## src/rtl/alu_op_sequencer_if.sv

```systemverilog
// Operand/result bus between alu_op_sequencer and its environment.
// Carries the request channel, AluGate operand/result wires, the response
// channel, the register preload port and the completed-op counter.
// The master modport is the sequencer; slave is the driving environment.
interface alu_op_sequencer_if #(
    parameter int DATA_WIDTH = 32,
    parameter int NUM_REGS   = 32,
    parameter int FUNC_WIDTH = 3
);
    localparam int ADDR_W = (NUM_REGS > 1) ? $clog2(NUM_REGS) : 1;

    logic                  req_valid_i;
    logic                  req_ready_o;
    logic [FUNC_WIDTH-1:0] req_func_i;
    logic [ADDR_W-1:0]     req_rs1_i;
    logic [ADDR_W-1:0]     req_rs2_i;
    logic [ADDR_W-1:0]     req_rd_i;

    logic [DATA_WIDTH-1:0] alu_rs1_o;
    logic [DATA_WIDTH-1:0] alu_rs2_o;
    logic [FUNC_WIDTH-1:0] alu_func_o;
    logic [DATA_WIDTH-1:0] alu_rd_i;

    logic                  rsp_valid_o;
    logic                  rsp_ready_i;
    logic [DATA_WIDTH-1:0] rsp_data_o;
    logic                  rsp_err_o;

    logic                  pl_en_i;
    logic [ADDR_W-1:0]     pl_addr_i;
    logic [DATA_WIDTH-1:0] pl_data_i;

    logic [31:0]           op_count_o;

    modport master (
        input  req_valid_i, req_func_i, req_rs1_i, req_rs2_i, req_rd_i,
        output req_ready_o,
        output alu_rs1_o, alu_rs2_o, alu_func_o,
        input  alu_rd_i,
        output rsp_valid_o, rsp_data_o, rsp_err_o,
        input  rsp_ready_i,
        input  pl_en_i, pl_addr_i, pl_data_i,
        output op_count_o
    );

    modport slave (
        output req_valid_i, req_func_i, req_rs1_i, req_rs2_i, req_rd_i,
        input  req_ready_o,
        input  alu_rs1_o, alu_rs2_o, alu_func_o,
        output alu_rd_i,
        input  rsp_valid_o, rsp_data_o, rsp_err_o,
        output rsp_ready_i,
        output pl_en_i, pl_addr_i, pl_data_i,
        input  op_count_o
    );
endinterface

```

## src/rtl/alu_op_sequencer.sv

```systemverilog
// alu_op_sequencer: initiator side of the AluGate operand/result interface.
// Owns a NUM_REGS x DATA_WIDTH register file (r0 reads as zero), accepts one
// instruction at a time, drives operands to AluGate, writes the result back
// and returns it on a valid/ready response channel.
// Optional build macro: SP_ALU_SEQ_RAW_CHECK_EN adds the raw_hit_o diagnostic.
// Func codes mirror simple_processor_pkg: AND=0, OR=1, XOR=2, NOT=3, INVALID=7;
// every other code is treated as INVALID.
module alu_op_sequencer #(
    parameter int DATA_WIDTH = 32,
    parameter int NUM_REGS   = 32,
    parameter int FUNC_WIDTH = 3
) (
    input  logic                 clk_i,
    input  logic                 rst_ni,
    alu_op_sequencer_if.master   bus
`ifdef SP_ALU_SEQ_RAW_CHECK_EN
    ,
    output logic                 raw_hit_o
`endif
);
    localparam int ADDR_W = (NUM_REGS > 1) ? $clog2(NUM_REGS) : 1;

    typedef enum logic [1:0] {
        S_IDLE,
        S_EXEC,
        S_RESP
    } state_t;

    typedef enum logic [FUNC_WIDTH-1:0] {
        FN_AND     = 'd0,
        FN_OR      = 'd1,
        FN_XOR     = 'd2,
        FN_NOT     = 'd3,
        FN_INVALID = 'd7
    } func_t;

    state_t                r_state;
    state_t                w_state_next;

    logic [DATA_WIDTH-1:0] r_regs [NUM_REGS];
    logic [DATA_WIDTH-1:0] r_op1;
    logic [DATA_WIDTH-1:0] r_op2;
    logic [FUNC_WIDTH-1:0] r_func;
    logic                  r_func_ok;
    logic [ADDR_W-1:0]     r_rd;
    logic [DATA_WIDTH-1:0] r_result;
    logic                  r_err;
    logic [31:0]           r_op_count;

    logic                  w_accept;
    logic                  w_rsp_fire;
    logic                  w_func_ok;
    logic [DATA_WIDTH-1:0] w_rs1_val;
    logic [DATA_WIDTH-1:0] w_rs2_val;
    logic                  w_wr_en;
    logic [ADDR_W-1:0]     w_wr_addr;
    logic [DATA_WIDTH-1:0] w_wr_data;

    // Register-file read ports: r0 and out-of-range addresses read as zero
    always_comb begin
        w_rs1_val = '0;
        w_rs2_val = '0;
        if (bus.req_rs1_i != '0 && 32'(bus.req_rs1_i) < NUM_REGS)
            w_rs1_val = r_regs[bus.req_rs1_i];
        if (bus.req_rs2_i != '0 && 32'(bus.req_rs2_i) < NUM_REGS)
            w_rs2_val = r_regs[bus.req_rs2_i];
    end

    // Classify the incoming func code; anything unmapped behaves as INVALID
    always_comb begin
        w_func_ok = 1'b0;
        case (bus.req_func_i)
            FN_AND, FN_OR, FN_XOR, FN_NOT: w_func_ok = 1'b1;
            default:                       w_func_ok = 1'b0;
        endcase
    end

    // Single write port: write-back owns it in EXEC, preload elsewhere
    always_comb begin
        w_wr_en   = 1'b0;
        w_wr_addr = '0;
        w_wr_data = '0;
        if (r_state == S_EXEC) begin
            w_wr_en   = r_func_ok && (r_rd != '0) && (32'(r_rd) < NUM_REGS);
            w_wr_addr = r_rd;
            w_wr_data = bus.alu_rd_i;
        end else begin
            w_wr_en   = bus.pl_en_i && (bus.pl_addr_i != '0) && (32'(bus.pl_addr_i) < NUM_REGS);
            w_wr_addr = bus.pl_addr_i;
            w_wr_data = bus.pl_data_i;
        end
    end

    // FSM state register
    always_ff @(posedge clk_i) begin
        if (!rst_ni) begin
            r_state <= S_IDLE;
        end else begin
            r_state <= w_state_next;
        end
    end

    // FSM next state and handshake/response outputs
    always_comb begin
        w_state_next    = r_state;
        w_accept        = 1'b0;
        w_rsp_fire      = 1'b0;
        bus.req_ready_o = 1'b0;
        bus.rsp_valid_o = 1'b0;
        bus.rsp_data_o  = '0;
        bus.rsp_err_o   = 1'b0;
        case (r_state)
            S_IDLE: begin
                bus.req_ready_o = 1'b1;
                if (bus.req_valid_i) begin
                    w_accept     = 1'b1;
                    w_state_next = S_EXEC;
                end
            end
            S_EXEC: begin
                w_state_next = S_RESP;
            end
            S_RESP: begin
                bus.rsp_valid_o = 1'b1;
                bus.rsp_data_o  = r_result;
                bus.rsp_err_o   = r_err;
                if (bus.rsp_ready_i) begin
                    w_rsp_fire   = 1'b1;
                    w_state_next = S_IDLE;
                end
            end
            default: begin
                w_state_next = S_IDLE;
            end
        endcase
    end

    // Datapath: register file, operand/instruction capture, result, counter
    always_ff @(posedge clk_i) begin
        if (!rst_ni) begin
            r_regs     <= '{default: '0};
            r_op1      <= '0;
            r_op2      <= '0;
            r_func     <= '0;
            r_func_ok  <= 1'b0;
            r_rd       <= '0;
            r_result   <= '0;
            r_err      <= 1'b0;
            r_op_count <= '0;
        end else begin
            if (w_wr_en)
                r_regs[w_wr_addr] <= w_wr_data;
            if (w_accept) begin
                r_op1     <= w_rs1_val;
                r_op2     <= w_rs2_val;
                r_func    <= bus.req_func_i;
                r_func_ok <= w_func_ok;
                r_rd      <= bus.req_rd_i;
            end
            if (r_state == S_EXEC) begin
                r_result <= r_func_ok ? bus.alu_rd_i : '0;
                r_err    <= !r_func_ok;
            end
            if (w_rsp_fire)
                r_op_count <= r_op_count + 32'd1;
        end
    end

    // Operand and counter outputs come straight from their registers
    always_comb begin
        bus.alu_rs1_o  = r_op1;
        bus.alu_rs2_o  = r_op2;
        bus.alu_func_o = r_func;
        bus.op_count_o = r_op_count;
    end

`ifdef SP_ALU_SEQ_RAW_CHECK_EN
    // Flag a pending request that reads the register just written back
    always_comb begin
        raw_hit_o = (r_state == S_RESP) && bus.req_valid_i && !r_err && (r_rd != '0) &&
                    ((bus.req_rs1_i == r_rd) || (bus.req_rs2_i == r_rd));
    end
`endif

endmodule
```

## src/flat_wrapper.sv

```systemverilog
// flat-port wrapper written by rule: the top's interface ports become plain ports
module alu_op_sequencer_flat 
#(
    parameter int DATA_WIDTH = 32,
    parameter int NUM_REGS   = 32,
    parameter int FUNC_WIDTH = 3
)
  (clk_i, rst_ni, bus_req_valid_i, bus_req_func_i, bus_req_rs1_i, bus_req_rs2_i, bus_req_rd_i, bus_req_ready_o, bus_alu_rs1_o, bus_alu_rs2_o, bus_alu_func_o, bus_alu_rd_i, bus_rsp_valid_o, bus_rsp_data_o, bus_rsp_err_o, bus_rsp_ready_i, bus_pl_en_i, bus_pl_addr_i, bus_pl_data_i, bus_op_count_o);
  alu_op_sequencer_if #(.DATA_WIDTH(DATA_WIDTH), .NUM_REGS(NUM_REGS), .FUNC_WIDTH(FUNC_WIDTH)) bus_i ();
  input  logic clk_i;
  input  logic rst_ni;
  input wire logic [$bits(bus_i.req_valid_i)-1:0] bus_req_valid_i;
  input wire logic [$bits(bus_i.req_func_i)-1:0] bus_req_func_i;
  input wire logic [$bits(bus_i.req_rs1_i)-1:0] bus_req_rs1_i;
  input wire logic [$bits(bus_i.req_rs2_i)-1:0] bus_req_rs2_i;
  input wire logic [$bits(bus_i.req_rd_i)-1:0] bus_req_rd_i;
  output wire logic [$bits(bus_i.req_ready_o)-1:0] bus_req_ready_o;
  output wire logic [$bits(bus_i.alu_rs1_o)-1:0] bus_alu_rs1_o;
  output wire logic [$bits(bus_i.alu_rs2_o)-1:0] bus_alu_rs2_o;
  output wire logic [$bits(bus_i.alu_func_o)-1:0] bus_alu_func_o;
  input wire logic [$bits(bus_i.alu_rd_i)-1:0] bus_alu_rd_i;
  output wire logic [$bits(bus_i.rsp_valid_o)-1:0] bus_rsp_valid_o;
  output wire logic [$bits(bus_i.rsp_data_o)-1:0] bus_rsp_data_o;
  output wire logic [$bits(bus_i.rsp_err_o)-1:0] bus_rsp_err_o;
  input wire logic [$bits(bus_i.rsp_ready_i)-1:0] bus_rsp_ready_i;
  input wire logic [$bits(bus_i.pl_en_i)-1:0] bus_pl_en_i;
  input wire logic [$bits(bus_i.pl_addr_i)-1:0] bus_pl_addr_i;
  input wire logic [$bits(bus_i.pl_data_i)-1:0] bus_pl_data_i;
  output wire logic [$bits(bus_i.op_count_o)-1:0] bus_op_count_o;
  assign bus_i.req_valid_i = bus_req_valid_i;
  assign bus_i.req_func_i = bus_req_func_i;
  assign bus_i.req_rs1_i = bus_req_rs1_i;
  assign bus_i.req_rs2_i = bus_req_rs2_i;
  assign bus_i.req_rd_i = bus_req_rd_i;
  assign bus_req_ready_o = bus_i.req_ready_o;
  assign bus_alu_rs1_o = bus_i.alu_rs1_o;
  assign bus_alu_rs2_o = bus_i.alu_rs2_o;
  assign bus_alu_func_o = bus_i.alu_func_o;
  assign bus_i.alu_rd_i = bus_alu_rd_i;
  assign bus_rsp_valid_o = bus_i.rsp_valid_o;
  assign bus_rsp_data_o = bus_i.rsp_data_o;
  assign bus_rsp_err_o = bus_i.rsp_err_o;
  assign bus_i.rsp_ready_i = bus_rsp_ready_i;
  assign bus_i.pl_en_i = bus_pl_en_i;
  assign bus_i.pl_addr_i = bus_pl_addr_i;
  assign bus_i.pl_data_i = bus_pl_data_i;
  assign bus_op_count_o = bus_i.op_count_o;
  alu_op_sequencer #(.DATA_WIDTH(DATA_WIDTH), .NUM_REGS(NUM_REGS), .FUNC_WIDTH(FUNC_WIDTH)) u_core (.clk_i(clk_i), .rst_ni(rst_ni), .bus(bus_i));
endmodule
```

## config.mk

```make
export PLATFORM = sky130hd
export DESIGN_NAME = alu_op_sequencer_flat
export DESIGN_NICKNAME = d
export VERILOG_FILES = /design/src/rtl/alu_op_sequencer_if.sv /design/src/rtl/alu_op_sequencer.sv /design/src/flat_wrapper.sv
export SDC_FILE = /design/constraint.sdc
export NUM_CORES = 2
export LEC_CHECK = 0
export CAP_MARGIN = 20
export CORE_ASPECT_RATIO = 1.25
export CORE_MARGIN = 3
export CORE_UTILIZATION = 55
export DETAILED_ROUTE_END_ITERATION = 8
export GPL_TIMING_DRIVEN = 0
export MAX_ROUTING_LAYER = met4
export PLACE_DENSITY = 0.73
export SYNTH_ARGS = -nofsm -noshare
export SYNTH_HDL_FRONTEND = slang
export SYNTH_SLANG_ARGS = --single-unit
```

## constraint.sdc

```tcl
create_clock -name clk_i -period 3 [get_ports clk_i]
set_input_delay 0.6 -clock clk_i [delete_from_list [all_inputs] [get_ports clk_i]]
set_output_delay 0.6 -clock clk_i [all_outputs]
set_load 0.01 [all_outputs]
```

* Yosys cells after proc, flatten, opt, wreduce, memory -nomap -nowiden *
Cells that the tools add are included.
W data, S select, Z words.

cells by class
  multiplexer cells = 27
  reduce and logical (&&, ||, !) cells = 12
  eq/ne operators = 7
  add/subtract/negate cells = 1
  magnitude comparators = 4
  bitwise logic cells = 3

operators by type and width
  operator                 count
  $bwmux W1024             1
  $bmux W32 S5             2
  $mux W32                 10
  $demux W32 S5            1
  $add A32 B1 Y32 const B  1
  $reduce_bool A5 Y1       4
  $ge A6 B6 Y1 const B     3
  $not A5 Y6               3
  $mux W1                  9
  $eq A3 B2 Y1 const B     2
  $lt A6 B1 Y1 const B     1
  $pmux W2 S3              1
  $mux W5                  1
  $mux W2                  2
  $ne A2 B2 Y1 const B     2
  $reduce_or A4 Y1         1
  $eq A3 B1 Y1 const B     1
  $logic_and A1 B1 Y1      3
  $logic_not A3 Y1         1
  $eq A2 B1 Y1 const B     1
  $eq A2 B2 Y1 const B     1
  $logic_not A2 Y1         1
  $reduce_and A2 Y1        1
  $logic_not A1 Y1         1

storage, ports and cells
  bits in registers = 1164
  word-level logic and storage cells = 95
  output and inout port bits = 134

* Depth between registers and ports, before layout *
  depth in word-level cells = 8
  depth in mapped cells = 11

* Least setup slack after synthesis *
OpenSTA, ideal clock, no wires.

  path type = input to register
  start point = input port bus_req_rs1_i[0]
  end point = register u_core.r_op1[0], in the netlist u_core.bus.alu_rs1_o[0]
  data required time = 2.870 ns
  arrival time = 2.325 ns
  stages = 6
  library setup time = 0.130 ns
  slack = 0.545 ns
  cells stage by stage = buf_2 -> buf_1 -> mux4_2 -> mux2_2 -> o221ai_1 -> o211ai_1

between the ends
  longest elaborated chain between the ends = 5
  elaborated cells between the ends (all ways) = 6

ends and longest elaborated chain
  element                                      line                     source
  from (decl)                                  flat_wrapper.sv:14       input wire logic [$bits(bus_i.req_rs1_i)-1:0] bus_req_rs1_i;
  $not A5 Y6 (implied by the code)             alu_op_sequencer.sv:64   w_rs1_val = r_regs[bus.req_rs1_i];
  $bmux W32 S5                                 alu_op_sequencer.sv:64
  $mux W32 (implied by the code) (2 in a row)  alu_op_sequencer.sv:64
  $mux W32 (*)                                 alu_op_sequencer.sv:63   if (bus.req_rs1_i != '0 && 32'(bus.req_rs1_i) < NUM_REGS)
  to (signal assigned)                         alu_op_sequencer.sv:154  r_op1 <= w_rs1_val;
  to (decl)                                    alu_op_sequencer.sv:41   logic [DATA_WIDTH-1:0] r_op1;

Every way passes the cells marked *; elsewhere a longest branch is shown, timed or not. The select of a mux whose other input is x is not followed.
A chain may end at the register's enable or synchronous reset.

* Final worst setup path *
  start point = input port bus_req_rs1_i[2]
  end point = register u_core.r_op1[28], in the netlist u_core.bus.alu_rs1_o[28]

Same word-level chain as after synthesis.

==> results.toml <==
[global_route]
first_global_vias = 51400
gr-usage-all-layers_pct = 52.8
grt_remaining_overflow = 0
grt_max_degree = 20
grt_antenna_before_repair = 7
grt_first_pass_wirelength_mm = 385

[routing]
routed_wl_mm = 279
dr.pass1.iters = 9
drt-initial-drc-count = 8299
routed_via_density = 7.34
via_count = 55500
drc = 0
drt.antenna.violating_nets = 0
post_drt_wl_per_cell_um = 36.9

[floorplanning]
number_of_rows_in_the_core_area = 130
design.core.area_um2 = 101000
pin_count = 226
starting_density_of_the_core_pct = 55.6
floorplan.die.height_um = 363
floorplan.die.width_um = 292
die_footprint_um2 = 106000

[place]
number_of_buffer_cells_added_on_primary_ports = 220
dpl.hpwl_mm = 211
finalWeightedCongestion = 1.08
dp_slack_ns = -1.77
numPlacedInstances = 7283

[power]
leakagePower_nw = 22.6
ir_worst_vdd_mv = 0.708
swShare_pct = 28.3
intPower_mw = 26.1
clockPowerShare_pct = 44.2
switchingPower_mw = 10.3
seq_power_share_pct = 43.7
total_power_mw = 36.4
combPwrFrac_pct = 12.1
cellPowerDensity_nw_per_um2 = 553

[critical_path]
required_ns = 3.60
worstSetupStartpoint = "bus_req_rs1_i[2]"
endpoint = "u_core.bus.alu_rs1_o[28]"
reg2regPathDepth = 8
reg2reg_slack_ns = -0.04
reg2reg_to = "u_core.bus.alu_rs1_o[28]"
crit_type = "primary input to register"
timing.critical_path.arrival_ns = 3.77
crit_path_start_kind = "primary input"
critPathMaxFanout = 11
reg2reg_from = "u_core.r_state[0]"
cp-end-kind = "register"

[synthesis]
synth.avg_cell_area_um2 = 9.80
post_synth_inst_count = 5723
ys.warnings.count = 0
post_synth_num_cell_types = 62
leading_register_cell_type_out_of_synthesis = "sky130_fd_sc_hd__dfxtp_1"
synth_edf_count = 0
postSynthNetCount = 5816
synth-async-reset-ratio_pct = 0
synth-seq-area-share_pct = 41.5
post_synth_instance_area_um2 = 56100
number_of_synthesized_register_bits = 1164

[sta]
final-setup-viol-count = 30
max_slew.worst_pin.slew_ns = 1.32
fin_crit_sh_pct = 106
final_period_minus_worst_setup_slack_ns = 3.17
fmax_ghz = 0.316
slew_violations = 0
clock_skew_ns = 0.0217
post-route-worst-setup-slack_ns = -0.169
unrepaired_setup_endpoints_after_global_routing = "true"
finalHoldViolCount = 0
relSlewSlack_pct = 12.2

[finish]
multiInputGateArea_um2 = 30600
n_fill_cell = 8503
area_grow_syn2layout_pct = 17.4
mostFrequentLayoutCell = "sky130_fd_sc_hd__dfxtp_1"
finish.net_count = 6238
layout.cells.non_filler = 7568
layout.cells.most_common_list = "1,164 x sky130_fd_sc_hd__dfxtp_1, 552 x sky130_fd_sc_hd__nor2_1, 549 x sky130_fd_sc_hd__o21ai_0"
post_route_cells_drive_above_1_share_pct = 18.4
seqCellArea_um2 = 23300

[flow_run]
max_cap_viol_count = 0

[cts]
ctsRootBufferMaster = "sky130_fd_sc_hd__clkbuf_16"
cts_buffers = 117
htree_num_levels = 3
hold_buf_count_cts = 0
cts_tree = "yes"
ctsLongestPathBuffers = 3
cts_num_sinks = 1164
worst_setup_hold_path_clk_slew_ns = 0.06
worst_skew_pair.late_latency_ns = 0.79

[outcome]
failing_checks = "setup timing"
status = "finished, violations left"

[hold_path]
hold_path.class = "primary input to register"
through the flow:
step | hold slack (ns) | TNS, ns | utilization [%] | area [um2]
after CTS | 0.371 | -0.0497 | 64.7 | 65200
after floorplan | 0.432 | 0 | - | 56100
after detailed placement | 0.442 | -853.96 | 59.7 | 60200
after global routing | 0.401 | -0.891 | 65.3 | 65900
final | 0.365 | -1.45 | 65.3 | 65900
after global placement | 0.438 | -890.01 | 59.4 | 59900
per-layer routing:
metal | global-route usage, % | wire length, um
met3 | 14.0 | 33500
met5 | - | 0
met2 | 73.9 | 115000
met1 | 60.8 | 94400
met4 | 51.3 | 36400
how the worst min path moves through the flow:
stage | depth (start not counted) | from | end
finish | 3 | bus_req_rd_i[1] | u_core.r_rd[1]
global route | 3 | bus_alu_rd_i[10] | u_core.r_result[10]
CTS | 3 | bus_req_rd_i[4] | u_core.r_rd[4]
detailed placement | 2 | u_core.r_result[7] | u_core.r_result[7]
global placement | 2 | u_core.r_result[31] | u_core.r_result[31]
floorplan | 2 | u_core.r_result[0] | u_core.r_result[0]
cells in the mapped netlist (all sizes together), types with 34 or more instances:
cell | number | area (um2)
a211oi | 550 | 4150
a21boi | 38 | 360
a21oi | 139 | 696
and2 | 67 | 419
buf | 203 | 1040
clkbuf | 425 | 1600
dfxtp | 1164 | 23300
mux2 | 67 | 762
mux2i | 325 | 3270
mux4 | 352 | 7930
nand2 | 275 | 1030
nand2b | 38 | 238
nand3 | 494 | 2470
nand4 | 37 | 231
nor2 | 553 | 2080
o211ai | 49 | 495
o21ai | 609 | 3050
o221ai | 68 | 596
o22ai | 34 | 213
sequential cells by signal (all words and copies together), names as in the netlist:
name                   cells
u_core.r_result           32
u_core.bus.alu_rs2_o      32
u_core.r_state             2
u_core.bus.alu_rs1_o      32
u_core.r_regs           1024
u_core.r_err               1
u_core.bus.alu_func_o      3
u_core.r_func_ok           1
u_core.bus.op_count_o     32
u_core.r_rd                5
cell families after synthesis:
kind of cell,after synthesis,synth area share (%)
AOI/OAI and AO/OA,1591,19.1
adders and majority gates,1,0.0223
muxes,744,21.3
buffers and inverters,646,4.81
xor gates and xnor gates,27,0.422
DFF,1164,41.5
and+or+nand+nor,1550,12.8
worst max-delay path, stage by stage:
cell                              delay, ns
sky130_fd_sc_hd__clkdlybuf4s50_1       0.59
sky130_fd_sc_hd__buf_2                 0.51
sky130_fd_sc_hd__buf_2                 0.46
sky130_fd_sc_hd__nand2b_1              0.38
sky130_fd_sc_hd__clkbuf_1              0.37
sky130_fd_sc_hd__o22ai_1               0.59
sky130_fd_sc_hd__o211ai_1              0.24
power groups by stage:
stage	clock, mW	sequential, mW	combinational, mW
after detailed placement	0	16.2	3.96
after CTS	15.9	15.9	4.08
final	16.1	15.9	4.42
after floorplan	0	16.2	2.05
after global placement	0	16.2	3.89
after global routing	16.5	15.9	4.40
repair_timing:
action                                  in CTS  in global routing
resized for setup                          174                198
buffers inserted                            34                 26
cloned                                       0                  1
pin swaps                                   10                 12
endpoints found under the setup margin     798                703
cell type report:
class                      instances  share of cell area (%)
inverter                          18                   0.103
sequential                      1164                    35.4
multi-input combinational       3914                    46.4
buffer                           623                    4.48
tap                             1320                    2.51
timing repair buffer             307                    4.88
clock buffer                     169                    5.18
antenna                            7                  0.0266
clock inverter                    46                    1.06
Power figures use the tool's default switching activity.
